--- src/rtl/instruction_fetch.sv ---
// instruction_fetch: fetches 1/2-byte instructions from RAM and hands them to execute
module instruction_fetch #(
  parameter int ADDR_WIDTH = 7,
  parameter int DATA_WIDTH = 8,
  parameter int RESET_PC = 0
) (
  input  logic                  clk,
  input  logic                  reset,
  input  logic                  run,
  output logic                  mem_en,
  output logic                  mem_read,
  output logic                  mem_write,
  output logic [ADDR_WIDTH-1:0] mem_address,
  input  logic [DATA_WIDTH-1:0] mem_data,
  output logic                  instr_valid,
  input  logic                  instr_ready,
  output logic [DATA_WIDTH-1:0] opcode,
  output logic [DATA_WIDTH-1:0] operand,
  output logic                  has_operand,
  input  logic                  jump_en,
  input  logic [ADDR_WIDTH-1:0] jump_addr,
  input  logic                  halt,
  output logic [ADDR_WIDTH-1:0] pc,
  output logic                  halted
);
  typedef enum logic [1:0] {FETCH_OP, FETCH_ARG, HOLD, HALTED} state_t;
  state_t                state_q, state_d;
  logic [ADDR_WIDTH-1:0] pc_q, pc_d;
  logic [DATA_WIDTH-1:0] opcode_q, opcode_d, operand_q, operand_d;
  logic                  has_operand_q, has_operand_d, instr_valid_q, instr_valid_d, halted_q, halted_d;
  logic                  fetch, accept, two_byte;
  assign fetch       = (state_q == FETCH_OP && run) || state_q == FETCH_ARG;
  assign accept      = state_q == HOLD && instr_ready;
  assign two_byte    = mem_data[DATA_WIDTH-1];
  assign mem_en      = fetch;
  assign mem_read    = fetch;
  assign mem_write   = 1'b0;
  assign mem_address = pc_q;
  assign pc          = pc_q;
  assign opcode      = opcode_q;
  assign operand     = operand_q;
  assign has_operand = has_operand_q;
  assign instr_valid = instr_valid_q;
  assign halted      = halted_q;
  // next-state: byte capture on fetch cycles, halt > jump > sequential on acceptance
  always_comb begin
    state_d       = state_q;
    pc_d          = pc_q;
    opcode_d      = opcode_q;
    operand_d     = operand_q;
    has_operand_d = has_operand_q;
    instr_valid_d = instr_valid_q;
    halted_d      = halted_q;
    if (state_q == FETCH_OP && run) begin
      opcode_d      = mem_data;
      operand_d     = '0;
      has_operand_d = two_byte;
      pc_d          = pc_q + ADDR_WIDTH'(1);
      state_d       = two_byte ? FETCH_ARG : HOLD;
      instr_valid_d = !two_byte;
    end else if (state_q == FETCH_ARG) begin
      operand_d     = mem_data;
      pc_d          = pc_q + ADDR_WIDTH'(1);
      state_d       = HOLD;
      instr_valid_d = 1'b1;
    end else if (accept) begin
      instr_valid_d = 1'b0;
      halted_d      = halt;
      state_d       = halt ? HALTED : FETCH_OP;
      pc_d          = (!halt && jump_en) ? jump_addr : pc_q;
    end
  end
  // state registers; reset discards any partially fetched instruction
  always_ff @(posedge clk) begin
    if (reset) begin
      state_q       <= FETCH_OP;
      pc_q          <= ADDR_WIDTH'(RESET_PC);
      opcode_q      <= '0;
      operand_q     <= '0;
      has_operand_q <= 1'b0;
      instr_valid_q <= 1'b0;
      halted_q      <= 1'b0;
    end else begin
      state_q       <= state_d;
      pc_q          <= pc_d;
      opcode_q      <= opcode_d;
      operand_q     <= operand_d;
      has_operand_q <= has_operand_d;
      instr_valid_q <= instr_valid_d;
      halted_q      <= halted_d;
    end
  end
endmodule

--- config.mk ---
export PLATFORM = sky130hd
export DESIGN_NAME = instruction_fetch
export DESIGN_NICKNAME = d
export VERILOG_FILES = /design/src/rtl/instruction_fetch.sv
export SDC_FILE = /design/constraint.sdc
export NUM_CORES = 1
export LEC_CHECK = 0
export CORE_ASPECT_RATIO = 0.7
export CORE_MARGIN = 10
export CORE_UTILIZATION = 35
export DETAILED_ROUTE_END_ITERATION = 6
export PLACE_DENSITY = 0.79
export SETUP_SLACK_MARGIN = 0.5
export SYNTH_ARGS = -nofsm -noshare
export SYNTH_HDL_FRONTEND = slang
export SYNTH_SLANG_ARGS = --single-unit
--- constraint.sdc ---
create_clock -name clk -period 1.2 [get_ports clk]
set_input_delay 0.12 -clock clk [delete_from_list [all_inputs] [get_ports clk]]
set_output_delay 0.12 -clock clk [all_outputs]
set_load 0.1 [all_outputs]
==> impl_metrics.csv, run 1 <==
group,metric,value,unit
status,status,"complete, but fails checks",
status,violations,"negative setup slack",
floorplanning,die-area,0.006285,mm²
power,pwr-share-clk,0.178,
timing,rsz0062_at_grt,"yes",
timing,whs,413.2,ps
clock_network,cts.sinks,27,
worst_setup_path,crit_required,1390,ps
timing,min_period_over_period,1.185,
power,powerDensity,1035,mW/mm²
floorplanning,die-height,69.40,µm
final_layout,layout_commonest_cell,"buf_12",
timing,final_hold_viol_count,0,
worst_setup_path,endpoint_kind,"flop",
final_layout,final_nets,246,
power,switchingPower,0.001205,W
placed_design,portBuffers,55,
global_routing,track_usage,0.1516,
timing,final.setup.worst_slack,-222.1,ps
floorplanning,die_w,90.57,µm
synth,synth-seq-cells,27,
final_layout,final_area,0.002880,mm²
synth,synth.top_cell.area_share,0.4431,
min_path,hold_path_class,"in -> reg",
final_layout,syn_to_final_growth,136.1,%
routing,drcViolationCount,0,
clock_network,htreeDepth,1,
timing,slew_viol_final,0,
power,intPower,0.001774,W
synth,yosys_warnings,0,
power,power_switching_share,0.4045,
floorplanning,pin_count,57,
floorplanning,initial_core_util,0.3749,
clock_network,max-clock-path-buffers,2,
power,pwr-share-comb,0.487,
final_layout,layout_common_cells,"buf_12, dfxtp_4, buf_4",
placed_design,placed_cells,239,
clock_network,hold_buffers,0,
power,ir_worst_vdd,0.9115,mV
synth,syn_area,0.001220,mm²
global_routing,grt_pass1_vias,1428,
synth,yosysTopAreaCell,"dfxtp_1",
synth,synthCells,137,
clock_network,clk_pin_slew_worst_paths,100,ps
routing,initialDrtViolationCount,113,
synth,synth_edf_count,0,
clock_network,insertion_delay,280,ps
timing,finClkSkew,7.522,ps
floorplanning,num_rows,17,
synth,ys.flop_type,"dfxtp_1",
power,leakage,1.145,nW
worst_setup_path,worst_ep_arrival_time,1620,ps
placed_design,place_area,0.002407,mm²
power,p_seq_frac,0.335,
routing,wl,5.744,mm
worst_setup_path,cp-start-kind,"flop",
clock_network,cts_tree,"yes",
global_routing,grt_antenna_before_repair,0,
synth,ys_seq_area_frac,0.4431,
synth,synthArstFlopShare,0,
routing,vias,1417,
timing,setup-tns-final,-2156,ps
floorplanning,core,0.003254,mm²
final_layout,n_antenna_cell,0,
placed_design,pre_cts_slack,-328.3,ps
placed_design,dp_hpwl,3.248,mm
final_layout,drive_gt1_frac,0.6861,
run,max_cap_violations,0,
worst_setup_path,worstPathMaxFanout,5,
routing,viasPerCell,5.248,
timing,fmax,703.2,MHz
synth,yosys-top-cells-area,"dfxtp_1, mux2i_1, nor2_1",
timing,period_minus_slack,1422,ps
synth,synth_fp_nets,159,
worst_setup_path,path_class,"reg -> reg",
clock_network,cts_inserted_buffers,3,
placed_design,routabilityCongestion,0.8567,
global_routing,grt_max_degree,16,
synth,avgSynthCellArea,8.905,µm²
routing,drtPass1Iterations,4,
global_routing,overflow,0,
final_layout,final_cells,270,
routing,avgRoutedWirePerCell,21.27,µm
synth,synthDistinctLibCells,33,
timing,final-setup-viol-count,26,
routing,ant_nets,0,
global_routing,grt_pass1_wl,7.872,mm
clock_network,root_buffer,"clkbuf_8",
## critical path, stage by stage (launching register included)
cell	delay [ps]
dfxtp_4	380
o21bai_4	200
buf_6	160
buf_6	140
nor2_1	150
o21ai_1	100
a21oi_1	200
## cells in the mapped netlist (all sizes together), types with 2 or more instances
cell / n
clkbuf: 4
a31oi: 4
buf: 13
nand2: 7
nor2: 23
nand4: 2
o21ai: 4
a22oi: 8
nor2b: 3
and3: 2
dfxtp: 27
a211oi: 2
nand2b: 2
nand3b: 3
nor3b: 3
mux2i: 9
a21oi: 10
## per-layer routing
metal  GRT usage  wire length, µm  up-vias
met3     0.08513              688       12
met2      0.2593             2837       87
li1            -                -      642
met5           0                0        -
met4     0.03310              116        0
met1      0.1587             2101      676
## worst paths after layout
path	cells past startpoint	end	slack (ps)	from
setup / recovery	6	mem_address[4]	-220	state_q[1]
hold / removal	3	state_q[1]	410	run
setup reg to reg	6	mem_address[4]	-220	state_q[1]
hold reg to reg	2	state_q[0]	530	state_q[1]
## sequential cells by signal, summed over array words and instances, names as in the netlist
name,cells
state_q,2
mem_address,7
instr_valid,1
operand,8
opcode,8
halted,1
## power by group through the flow
stage / Sequential, W / Combinational, W / Clock (W)
4_1_cts: 0.000991 / 0.00132 / 0.000531
3_5_place_dp: 0.00102 / 0.00120 / 0
5_1_grt: 0.00100 / 0.00150 / 0.000587
3_3_place_gp: 0.00102 / 0.00118 / 0
6_report: 0.000998 / 0.00145 / 0.000530
2_1_floorplan: 0.00132 / 0.000453 / 0
## cells by family after synthesis
| group | count (synthesis) | synth area share |
|---|---|---|
| and+or+nand+nor | 49 | 0.1969 |
| AOI/OAI and AO/OA | 32 | 0.1785 |
| other | 1 | 0.003074 |
| muxes | 9 | 0.07385 |
| buffers and inverters | 18 | 0.09435 |
| DFF | 27 | 0.4431 |
| adders and majority gates | 1 | 0.01025 |
## area by class of cell
class,count,area (µm²)
repair buffers,99,1320
multi-input cells,92,802.0
flip-flops and latches,27,641.9
fillers,133,374.1
well taps,47,58.81
clock buffers,3,41.29
inverters,1,11.26
clock inverters,1,5.005
## metrics by stage
step / utilization / total power, W
after global routing: 0.8850 / 0.003090
after CTS: 0.8231 / 0.002839
after detailed placement: 0.7397 / 0.002218
after floorplan: - / 0.001775
final: 0.8850 / 0.002980
after global placement: 0.7397 / 0.002193
## repair_timing
item / in CTS / in global routing
gates cloned: 0 / 2
setup buffers: 19 / 6
setup endpoints to repair: 62 / 62
resized for setup: 24 / 29
pin swaps: 15 / 18
No activity file was read; power rests on OpenSTA's default activity.
==> run 2, diff against run 1 <==
--- a/config.mk
+++ b/config.mk
@@ -7,9 +7,10 @@
 export LEC_CHECK = 0
 export CORE_ASPECT_RATIO = 0.7
 export CORE_MARGIN = 10
-export CORE_UTILIZATION = 35
+export CORE_UTILIZATION = 43
 export DETAILED_ROUTE_END_ITERATION = 6
-export PLACE_DENSITY = 0.79
+export PLACE_DENSITY = 0.89
+export REMOVE_ABC_BUFFERS = 1
 export SETUP_SLACK_MARGIN = 0.5
 export SYNTH_ARGS = -nofsm -noshare
 export SYNTH_HDL_FRONTEND = slang
==> constraint.sdc (replaced) <==
create_clock -name clk -period 1.8 [get_ports clk]
set_input_delay 0.18 -clock clk [delete_from_list [all_inputs] [get_ports clk]]
set_output_delay 0.18 -clock clk [all_outputs]
set_load 0.1 [all_outputs]
==> run 2 against run 1 <==
The run now ends clean. Utilization shrank 22 points. Critical endpoint is now mem_en. Routed wire length decreased by 38%. Register-to-register slack improved by 750 ps. Largest cell class is now multi-input gates.
==> impl_metrics.csv, run 2 (same netlist as run 1, synthesis figures left out) <==
group,metric,value,unit
routing,vias,1171,
timing,fmax,766.4,MHz
clock_network,hold_buffers,0,
worst_setup_path,path_class,"reg -> out",
worst_setup_path,worstPathMaxFanout,6,
routing,avgRoutedWirePerCell,15.66,µm
routing,topRoutingLayerUsed,"met4",
global_routing,grt_max_degree,28,
floorplanning,initial_core_util,0.4416,
placed_design,routabilityCongestion,0.7666,
timing,finClkSkew,2.066,ps
clock_network,htreeDepth,1,
final_layout,final_cells,226,
floorplanning,die-area,0.005402,mm²
power,pwr-share-clk,0.205,
placed_design,dp_hpwl,2.655,mm
placed_design,placed_cells,216,
timing,min_period_over_period,0.7249,
min_path,hold_path_class,"in -> reg",
clock_network,insertion_delay,270,ps
global_routing,grt_antenna_before_repair,0,
routing,viasPerCell,5.181,
worst_setup_path,reg2reg_depth,5,
power,powerDensity,904.9,mW/mm²
routing,wirelength_met1,1.518,mm
global_routing,grt_pass1_wl,5.402,mm
worst_setup_path,cp-start-kind,"flop",
min_path,worstHoldStart,"instr_ready",
worst_setup_path,worst_ep_arrival_time,1120,ps
final_layout,final_nets,213,
global_routing,track_usage,0.1164,
timing,period_minus_slack,1305,ps
timing,final-setup-viol-count,0,
global_routing,grt_pass1_vias,1139,
power,intPower,0.0009837,W
power,ir_worst_vdd,0.5753,mV
power,leakage,0.7933,nW
clock_network,cts_tree,"yes",
clock_network,cts.sinks,27,
power,p_total,0.001662,W
routing,routed-wl-met2,1.623,mm
floorplanning,core,0.002763,mm²
worst_setup_path,r2r_slack,530,ps
clock_network,cts_inserted_buffers,3,
power,p_seq_frac,0.400,
floorplanning,num_rows,16,
run,max_cap_violations,0,
power,switchingPower,0.0006783,W
final_layout,n_antenna_cell,0,
timing,final.setup.worst_slack,495.3,ps
status,status,"completed",
final_layout,layout_common_cells,"buf_4, nor2_1, dfxtp_1",
worst_setup_path,endpoint_kind,"output port",
timing,slew_viol_final,0,
timing,rsz0062_at_grt,"yes",
worst_setup_path,r2r_end,"mem_address[6]",
floorplanning,die_w,83.66,µm
routing,wl,3.540,mm
min_path,holdPathStages,4,
power,pwr-share-comb,0.395,
final_layout,layout_commonest_cell,"buf_4",
floorplanning,pin_count,57,
routing,drtPass1Iterations,4,
clock_network,max-clock-path-buffers,2,
routing,ant_nets,0,
routing,wl_met3,390,µm
worst_setup_path,crit_required,1620,ps
timing,final_hold_viol_count,0,
worst_setup_path,r2r_start,"mem_address[0]",
routing,drcViolationCount,0,
min_path,hold_end,"halted",
power,power_switching_share,0.4081,
placed_design,portBuffers,55,
clock_network,root_buffer,"clkbuf_8",
routing,initialDrtViolationCount,95,
global_routing,overflow,0,
floorplanning,die-height,64.57,µm
final_layout,drive_gt1_frac,0.3526,
final_layout,syn_to_final_growth,50.56,%
placed_design,pre_cts_slack,166.6,ps
clock_network,clk_pin_slew_worst_paths,90,ps
run 2: stage by stage:
stage / hold WS (ps) / utilization / TNS [ps] / instance area (µm²)
floorplan: 244.6 / - / -4505 / 1109
global placement: 473.0 / 0.6078 / 0 / 1679
detailed placement: 485.5 / 0.6078 / 0 / 1679
CTS: 396.5 / 0.6490 / 0 / 1793
global route: 355.4 / 0.6649 / 0 / 1837
finish: 335.8 / 0.6649 / 0 / 1837
run 2: final cells by class:
cell class                      count  area (µm²)
Tap cell                           36       45.04
Inverter                            1       6.256
Sequential cell                    27       550.5
Multi-Input combinational cell     92       609.3
Fill cell                         237       925.9
Clock buffer                        3       41.29
Timing Repair Buffer               66       579.3
Clock inverter                      1       5.005
run 2: critical path, cell delays in order (launching register included):
cell and delay, ps:
dfxtp_4 370, o21bai_4 180, inv_4 120, buf_12 180
run 2: power groups by stage:
stage	clock [W]	sequential, W	combinational, W
global route	0.000369	0.000671	0.000685
finish	0.000341	0.000665	0.000656
CTS	0.000353	0.000664	0.000651
detailed placement	0	0.000677	0.000623
global placement	0	0.000675	0.000617
floorplan	0	0.000952	0.000158
run 2: metal layers:
metal	GRT usage	vias up
li1	-	574
met1	0.1399	543
met2	0.1842	51
met3	0.06367	3
met4	0.01458	0
met5	0	-
run 2: worst max path at each step:
stage,depth (start not counted),startpoint,endpoint,slack (ps)
finish,3,state_q[1],mem_en,500
global route,3,state_q[1],mem_en,460
CTS,5,mem_address[0],mem_address[6],490
detailed placement,6,run,mem_address[2],170
global placement,6,run,mem_address[2],190
floorplan,5,mem_address[1],mem_address[6],-930
run 2: repair_timing:
item,in CTS,in global routing
setup endpoints to repair,8,12
hold endpoints to repair,0,0
cloned,0,0
setup buffers,6,0
pin swaps,0,2
gates resized for setup,10,11
